File: config.mk
export PLATFORM = sky130hd
export DESIGN_NAME = mem_arbiter
export DESIGN_NICKNAME = d
export VERILOG_FILES = /design/src/rtl/mem_pkg.sv /design/src/rtl/mem_arbiter_rr.sv /design/src/rtl/mem_arbiter.sv
export SDC_FILE = /design/constraint.sdc
export NUM_CORES = 1
export LEC_CHECK = 0
export CORE_AREA = 5 5 167 169
export DETAILED_ROUTE_END_ITERATION = 16
export DIE_AREA = 0 0 172 174
export PLACE_DENSITY = 0.66
export RECOVER_POWER = 100
export SLEW_MARGIN = 20
export SYNTH_ARGS = -nofsm -noshare
export SYNTH_HDL_FRONTEND = slang
export SYNTH_SLANG_ARGS = --single-unit
File: constraint.sdc
create_clock -name clk -period 1.4 [get_ports clk]
set_input_delay 0.14 -clock clk [delete_from_list [all_inputs] [get_ports clk]]
set_output_delay 0.14 -clock clk [all_outputs]
set_load 0.03 [all_outputs]
File: src/rtl/mem_pkg.sv
// Shared definitions for the data-side memory arbiter.
// Holds the controller state encoding, the Memory read-control codes,
// the default data-region size and the address range-check helper.
package mem_pkg;

  typedef enum logic [1:0] {
    ST_IDLE  = 2'd0,
    ST_ISSUE = 2'd1,
    ST_RESP  = 2'd2
  } state_e;

  typedef enum logic [1:0] {
    RD_NONE   = 2'd0,
    RD_SINGLE = 2'd1,
    RD_DUAL   = 2'd2
  } rd_e;

  localparam int unsigned DATA_WORDS_DEFAULT = 32'd2097152;

  // True when a word address lies inside the data region.
  function automatic logic addr_ok(input logic [31:0] addr, input int unsigned words);
    return (addr < words);
  endfunction

endpackage

File: src/rtl/mem_arbiter_rr.sv
// rr_arbiter2: two-input round-robin grant with a last-served pointer.
// Ports:
//   clk_i, rst_ni : clock, async active-low reset
//   req_i[1:0]    : request vector (bit 0 = port 0, bit 1 = port 1)
//   upd_i         : pointer update enable (asserted while the access completes)
//   served_i      : port index that was served, loaded into the pointer on upd_i
//   valid_o       : at least one request present
//   idx_o         : winning port index (combinational)
module rr_arbiter2 (
  input  logic       clk_i,
  input  logic       rst_ni,
  input  logic [1:0] req_i,
  input  logic       upd_i,
  input  logic       served_i,
  output logic       valid_o,
  output logic       idx_o
);

  logic last_q;
  logic last_d;

  // Last-served pointer; resets to 1 so port 0 wins the first tie.
  always_ff @(posedge clk_i or negedge rst_ni) begin
    if (!rst_ni) begin
      last_q <= 1'b1;
    end else begin
      last_q <= last_d;
    end
  end

  // Pointer next-state.
  always_comb begin
    last_d = last_q;
    if (upd_i) begin
      last_d = served_i;
    end else begin
      last_d = last_q;
    end
  end

  // Winner selection; on a tie the port not served last wins.
  always_comb begin
    valid_o = |req_i;
    idx_o   = 1'b0;
    case (req_i)
      2'b01:   idx_o = 1'b0;
      2'b10:   idx_o = 1'b1;
      2'b11:   idx_o = ~last_q;
      default: idx_o = 1'b0;
    endcase
  end

endmodule

File: src/rtl/mem_arbiter.sv
// mem_arbiter: two-port arbiter/sequencer for the data side of Memory.
// Port 0 = CPU load/store path, port 1 = program/data loader.
// Ports:
//   clk, reset (async active-low)
//   reqN, wrN, dualN, addr1_N, addr2_N, wdataN : request side, N = 0/1
//   gnt0/gnt1   : one-cycle accept pulse (ISSUE cycle)
//   done0/done1 : one-cycle completion pulse (RESP cycle), with err/rdata1/rdata2
//   mem_en, mem_write, mem_read, mem_addr1, mem_addr2, mem_wdata : Memory controls
//   mem_data1, mem_data2 : Memory registered read outputs
// Every access takes IDLE -> ISSUE -> RESP, one cycle each.
module mem_arbiter
  import mem_pkg::*;
#(
  parameter int unsigned DATA_WORDS = DATA_WORDS_DEFAULT
) (
  input  logic        clk,
  input  logic        reset,
  input  logic        req0,
  input  logic        req1,
  input  logic        wr0,
  input  logic        wr1,
  input  logic        dual0,
  input  logic        dual1,
  input  logic [31:0] addr1_0,
  input  logic [31:0] addr2_0,
  input  logic [31:0] addr1_1,
  input  logic [31:0] addr2_1,
  input  logic [31:0] wdata0,
  input  logic [31:0] wdata1,
  output logic        gnt0,
  output logic        gnt1,
  output logic        done0,
  output logic        done1,
  output logic        err,
  output logic [31:0] rdata1,
  output logic [31:0] rdata2,
  output logic        mem_en,
  output logic        mem_write,
  output logic [1:0]  mem_read,
  output logic [31:0] mem_addr1,
  output logic [31:0] mem_addr2,
  output logic [31:0] mem_wdata,
  input  logic [31:0] mem_data1,
  input  logic [31:0] mem_data2
);

  state_e state_q, state_d;
  logic   gnt0_q, gnt0_d, gnt1_q, gnt1_d;
  logic   done0_q, done0_d, done1_q, done1_d;
  logic   err_q, err_d, err_flag_q, err_flag_d;
  logic   win_q, win_d;
  logic   rsel1_q, rsel1_d, rsel2_q, rsel2_d;
  logic   mem_en_q, mem_write_q, mem_write_d;
  rd_e    mem_read_q, mem_read_d;
  logic [31:0] mem_addr1_q, mem_addr1_d, mem_addr2_q, mem_addr2_d;
  logic [31:0] mem_wdata_q, mem_wdata_d;

  logic        arb_valid_s, win_idx_s;
  logic        sel_wr_s, sel_dual_s, sel_err_s;
  logic [31:0] sel_a1_s, sel_a2_s, sel_wd_s;

  rr_arbiter2 u_rr (
    .clk_i    (clk),
    .rst_ni   (reset),
    .req_i    ({req1, req0}),
    .upd_i    (state_q == ST_RESP),
    .served_i (win_q),
    .valid_o  (arb_valid_s),
    .idx_o    (win_idx_s)
  );

  // Operand mux for the current winner and its range check.
  always_comb begin
    if (win_idx_s) begin
      sel_wr_s   = wr1;
      sel_dual_s = dual1;
      sel_a1_s   = addr1_1;
      sel_a2_s   = addr2_1;
      sel_wd_s   = wdata1;
    end else begin
      sel_wr_s   = wr0;
      sel_dual_s = dual0;
      sel_a1_s   = addr1_0;
      sel_a2_s   = addr2_0;
      sel_wd_s   = wdata0;
    end
    // addr2 only matters on a dual read.
    sel_err_s = !addr_ok(sel_a1_s, DATA_WORDS) ||
                (!sel_wr_s && sel_dual_s && !addr_ok(sel_a2_s, DATA_WORDS));
  end

  // FSM state register.
  always_ff @(posedge clk or negedge reset) begin
    if (!reset) begin
      state_q <= ST_IDLE;
    end else begin
      state_q <= state_d;
    end
  end

  // FSM next-state logic; requests are only looked at in IDLE.
  always_comb begin
    state_d = state_q;
    case (state_q)
      ST_IDLE: begin
        if (arb_valid_s) begin
          state_d = ST_ISSUE;
        end else begin
          state_d = ST_IDLE;
        end
      end
      ST_ISSUE: state_d = ST_RESP;
      ST_RESP:  state_d = ST_IDLE;
      default:  state_d = ST_IDLE;
    endcase
  end

  // FSM output logic: next values of the registered outputs, so each
  // pulse lands in the cycle the FSM occupies the matching state.
  always_comb begin
    gnt0_d      = 1'b0;
    gnt1_d      = 1'b0;
    done0_d     = 1'b0;
    done1_d     = 1'b0;
    err_d       = 1'b0;
    rsel1_d     = 1'b0;
    rsel2_d     = 1'b0;
    mem_write_d = 1'b0;
    mem_read_d  = RD_NONE;
    mem_addr1_d = mem_addr1_q;
    mem_addr2_d = mem_addr2_q;
    mem_wdata_d = mem_wdata_q;
    win_d       = win_q;
    err_flag_d  = err_flag_q;
    case (state_q)
      ST_IDLE: begin
        if (arb_valid_s) begin
          win_d       = win_idx_s;
          err_flag_d  = sel_err_s;
          gnt0_d      = ~win_idx_s;
          gnt1_d      = win_idx_s;
          mem_addr1_d = sel_a1_s;
          mem_addr2_d = sel_a2_s;
          mem_wdata_d = sel_wd_s;
          if (sel_err_s) begin
            mem_write_d = 1'b0;
            mem_read_d  = RD_NONE;
          end else if (sel_wr_s) begin
            mem_write_d = 1'b1;
            mem_read_d  = RD_NONE;
          end else if (sel_dual_s) begin
            mem_read_d  = RD_DUAL;
          end else begin
            mem_read_d  = RD_SINGLE;
          end
        end else begin
          win_d = win_q;
        end
      end
      ST_ISSUE: begin
        done0_d = ~win_q;
        done1_d = win_q;
        err_d   = err_flag_q;
        // Errors and writes left mem_read at NONE, so they return zeros.
        rsel1_d = (mem_read_q != RD_NONE);
        rsel2_d = (mem_read_q == RD_DUAL);
      end
      ST_RESP: begin
        err_flag_d = 1'b0;
      end
      default: begin
        err_flag_d = 1'b0;
      end
    endcase
  end

  // Output and operand registers.
  always_ff @(posedge clk or negedge reset) begin
    if (!reset) begin
      gnt0_q      <= 1'b0;
      gnt1_q      <= 1'b0;
      done0_q     <= 1'b0;
      done1_q     <= 1'b0;
      err_q       <= 1'b0;
      err_flag_q  <= 1'b0;
      win_q       <= 1'b0;
      rsel1_q     <= 1'b0;
      rsel2_q     <= 1'b0;
      mem_en_q    <= 1'b0;
      mem_write_q <= 1'b0;
      mem_read_q  <= RD_NONE;
      mem_addr1_q <= 32'd0;
      mem_addr2_q <= 32'd0;
      mem_wdata_q <= 32'd0;
    end else begin
      gnt0_q      <= gnt0_d;
      gnt1_q      <= gnt1_d;
      done0_q     <= done0_d;
      done1_q     <= done1_d;
      err_q       <= err_d;
      err_flag_q  <= err_flag_d;
      win_q       <= win_d;
      rsel1_q     <= rsel1_d;
      rsel2_q     <= rsel2_d;
      mem_en_q    <= 1'b1;
      mem_write_q <= mem_write_d;
      mem_read_q  <= mem_read_d;
      mem_addr1_q <= mem_addr1_d;
      mem_addr2_q <= mem_addr2_d;
      mem_wdata_q <= mem_wdata_d;
    end
  end

  assign gnt0      = gnt0_q;
  assign gnt1      = gnt1_q;
  assign done0     = done0_q;
  assign done1     = done1_q;
  assign err       = err_q;
  assign mem_en    = mem_en_q;
  assign mem_write = mem_write_q;
  assign mem_read  = mem_read_q;
  assign mem_addr1 = mem_addr1_q;
  assign mem_addr2 = mem_addr2_q;
  assign mem_wdata = mem_wdata_q;
  // Memory's outputs are registered and held during RESP (mem_read = 0);
  // they are gated here by registered selects so the data lines up with done.
  assign rdata1    = rsel1_q ? mem_data1 : 32'd0;
  assign rdata2    = rsel2_q ? mem_data2 : 32'd0;

endmodule

; After elaboration in Yosys (flattened, before gate mapping)
; Index checks and enable logic that the tools add are counted.
[totals]
mem_bits_rw = 0
register_bits = 112
wordCells = 70
latch_bits = 0
mem_count = 0
inputBits = 264
out_inout_bits = 169
mem_bits_ro = 0
[classes]
shift = 0
n_bitwise = 4
n_reduce_logical = 11
n_eq_ne = 6
add_sub_neg = 0
n_mul = 0
order_cmp = 2
n_div = 0
muxes = 30
[op_table]
columns = op, count
row1 = $mux 32, 5
row2 = $lt 32x22->1 const B, 2
row3 = $mux 1, 17
row4 = $mux 2, 5
row5 = $eq 2x2->1 const B, 4
row6 = $not 1->1, 4
row7 = $pmux 1 s2, 2
row8 = $pmux 2 s2, 1
row9 = $reduce_and 2->1, 2
row10 = $logic_not 1->1, 3
row11 = $eq 2x1->1 const B, 1
row12 = $logic_and 1x1->1, 2
row13 = $logic_not 2->1, 1
row14 = $ne 2x2->1 const B, 1
row15 = $reduce_bool 2->1, 1
row16 = $reduce_or 2->1, 1
row17 = $logic_or 1x1->1, 1

; Longest topological paths before layout
[depth]
depth_word = 10
depth_mapped = 7
ltp_nobuf = 5

; Hierarchy
; From an unflattened synthesis, not the netlist that was laid out.
[unflattened]
cells_unflattened = 556
area_unflattened_um2 = 5574.1
[modules_own_cells]
columns = module, area_each_um2, instances, cells_per_inst
row1 = mem_arbiter, 5519.0, 1, 552
row2 = rr_arbiter2, 55.1, 1, 4

; Worst setup path before layout
; No wires, ideal clock.
[synth_path]
path_type = register -> register
from = reg state_q[0]
to = reg mem_addr1_q[0] (netlist: mem_addr1[0])
stages_incl_launch_ff = 7
setup_ps = 127
required_time_ps = 1273
synth_period_minus_slack_ps = 1413
t_arrival_ps = 1286
setup_slack_ps = -13
path_cell_list = dfrtp_1 > o21bai_4 > or2_1 > inv_2 > buf_2 > buf_4 > a31oi_1
[synth_between]
elab_chain_cells = 2
[synth_rtl]
columns = item, line
row1 = "start, declared", mem_arbiter.sv:47  ; state_e state_q, state_d;
row2 = "start signal, assigned", mem_arbiter.sv:97  ; state_q <= state_d;
row3 = $logic_not 2->1, mem_arbiter.sv:135  ; case (state_q)
row4 = $reduce_and 2->1 (no source line), -
row5 = "end signal, assigned", mem_arbiter.sv:208  ; mem_addr1_q <= mem_addr1_d;
row6 = "end, declared", mem_arbiter.sv:55  ; logic [31:0] mem_addr1_q, mem_addr1_d, mem_addr2_q, mem_addr2_d;
; Every way passes these cells.
; A chain may end at the register's enable or synchronous reset.

; Final worst setup path
[layout_path]
from = reg state_q[0]
to = reg mem_addr1_q[5] (netlist: mem_addr1[5])
; Same word-level chain as after synthesis.

==> flow_metrics.tcl <==
set metrics [dict create \
    path_class "register to register" \
    layout.nets 1364 \
    design_area_mm2 0.0124 \
    clkTransAtPathRegs_ns 0.09 \
    hp-class "input port to register" \
    finalSetupTns_ns -10.18 \
    place_ws_ns -0.530 \
    ys_seq_elements 112 \
    cts_htree_levels 3 \
    wire_per_inst_um 20.4 \
    rsz0062_at_grt "yes" \
    violations "setup timing" \
    grtUsageMet3 0.0523 \
    cts_sinks 112 \
    timing.fmax_mhz 644 \
    netlist_instances 615 \
    slew_headroom 0.550 \
    dpl.cell_count 1384 \
    drive_above_1_share 0.263 \
    synth.distinct_cells 33 \
    dpl_cell_area_mm2 0.0106 \
    area_delta_synth_final_pct 128 \
    grt.met1_usage 0.204 \
    drv_cap 0 \
    viasPerCell 4.60 \
    antenna_found_initial 3 \
    drtAntennaViolNets 0 \
    r2r_cells 7 \
    synth-edff-count 0 \
    period_share 1.11 \
    p_per_area_mw_per_mm2 1760 \
    clk_latency_ns 0.36 \
    fin_cells 1447 \
    cp_max_fo 8 \
    grt-busiest-layer "met2" \
    mostFrequentLayoutCells "clkdlybuf4s50_1 (261), nand2_1 (193), dfrtp_1 (110), dlygate4sd2_1 (100), and2_4 (54)" \
    setup_slack_ns -0.152 \
    grtUsageMet2 0.328 \
    groute.usage.overall 0.182 \
    grt_pass1_vias 6877 \
    hpwl_um 21000 \
    cts-root-buf "clkbuf_16" \
    worstMarginPinSlew_ns 0.676 \
    cts_buffers 9 \
    peakVddDrop_mv 0.933 \
    syn_area_mm2 0.00543 \
    synth_seq_area_share 0.517 \
    hold_slack_ns 0.331 \
    ys.flop_type "dfrtp_1" \
    remaining_drc_errors 0 \
    coreArea_mm2 0.0264 \
    synth.top_cell.area_share 0.512 \
    layout_min_cycle_time_ns 1.55 \
    total_leakage_power_nw 5.40 \
    avgSynthCellArea_um2 8.83 \
    die_h_um 174 \
    hold_viol 0 \
    start_kind "register" \
    ios 433 \
    placementRows 60 \
    start_util 0.205 \
    cp_data_required_time_ns 1.66 \
    synth.net_count 879 \
    power.total_mw 21.8 \
    overflow 0 \
    synth_area_leaders "dfrtp_1 (51%), nand2_1 (13%), and2_1 (7.5%), a32oi_1 (7.3%), a31oi_1 (5.9%)" \
    synth_async_sr_flop_share 1.00 \
    final_common_cell "clkdlybuf4s50_1" \
    outcome "finished, violations left" \
    grt_pass1_wl_um 42000 \
    drtIter0Drc 318 \
    grt_max_degree 48 \
    yosysTopAreaCell "dfrtp_1" \
    port_buffers 432 \
    fp.dieArea_mm2 0.0299 \
    gp_congestion 0.946 \
    cp_data_arrival_time_ns 1.81 \
    setup_viol 133 \
    hold_path_depth 3 \
    crit_path_end_kind "register" \
    cts_tree "yes" \
    yosysWarnings 0 \
    routed_wl_um 29600 \
    vias 6652 \
    cts.path.max_buffers 2 \
    final_core_util 0.468 \
    skew_ns 0.0141 \
    slew_violations 0 \
    die_w_um 172 \
    dr.pass1.iters 4 \
]
-- Yosys cell counts, drive strengths merged (3+ instances only) --
cell and count:
nor3 7, a32oi 45, a31oi 51, nand2b 3, nor2 56, inv 3, clkbuf 15, dfrtp 111
buf 34, nand4 4, nand2 195, and2 65, nor4 8
-- final timing paths --
kind	start	to	slack (ns)
worst max-delay path	state_q[0]	mem_addr1[5]	-0.15
worst min-delay path	addr1_0[0]	mem_addr1[0]	0.33
worst max register to register	state_q[0]	mem_addr1[5]	-0.15
worst min register to register	mem_addr1[15]	mem_addr1[15]	0.46
max in group asynchronous	reset	mem_addr2[3]	0.34
min in group asynchronous	reset	mem_addr2[24]	0.54
-- area by class of cell --
| cell class | instances | area [um^2] |
|---|---|---|
| sequential | 112 | 2810 |
| fill | 2515 | 14100 |
| inverter | 3 | 18.8 |
| timing repair inverter | 1 | 16.3 |
| antenna | 1 | 2.50 |
| tap | 341 | 427 |
| multi-input combinational | 451 | 2920 |
| timing repair buffer | 522 | 5880 |
| clock buffer | 11 | 253 |
| clock inverter | 5 | 40.0 |
-- power by group --
group | total (mW) | switching, mW | internal (mW)
registers | 5.63 | 0.850 | 4.78
clock network | 2.64 | 1.31 | 1.32
logic | 13.5 | 7.65 | 5.88
-- worst max-delay path: stages, from the launching register on --
cell	delay, ns
dfrtp_1	0.38
o21bai_4	0.17
or2_4	0.29
inv_8	0.10
buf_4	0.16
buf_8	0.14
nor2_1	0.04
a31oi_1	0.19
-- repair_timing --
action / CTS / global route
pin swaps: 10 / 45
endpoints found under the setup margin: 208 / 165
hold endpoints to repair: 111 / 0
gates resized for setup: 207 / 110
cloned: 18 / 6
hold buffers: 1 / 0
buffers inserted: 23 / 4
-- layer usage --
| metal | wire length [um] | share of wire | vias to the layer above |
|---|---|---|---|
| li1 | - | - | 3086 |
| met1 | 10900 | 0.37 | 3211 |
| met2 | 15200 | 0.51 | 306 |
| met3 | 2660 | 0.090 | 45 |
| met4 | 803 | 0.027 | 4 |
| met5 | 27 | 0.00091 | - |
-- state kept, by name, summed over array words and instances, names as in the netlist, 2 cells and up --
signal	flops
mem_read	2
mem_addr1	32
mem_addr2	32
mem_wdata	32
state_q	2
-- logic make-up after synthesis --
group,count (synthesis),synth area share
flops,112,0.517
compound gates,105,0.147
mux,2,0.00392
buf+inv,52,0.0539
simple gates,343,0.278
other cells,1,0.000691
(Power assumes the default switching activity.)
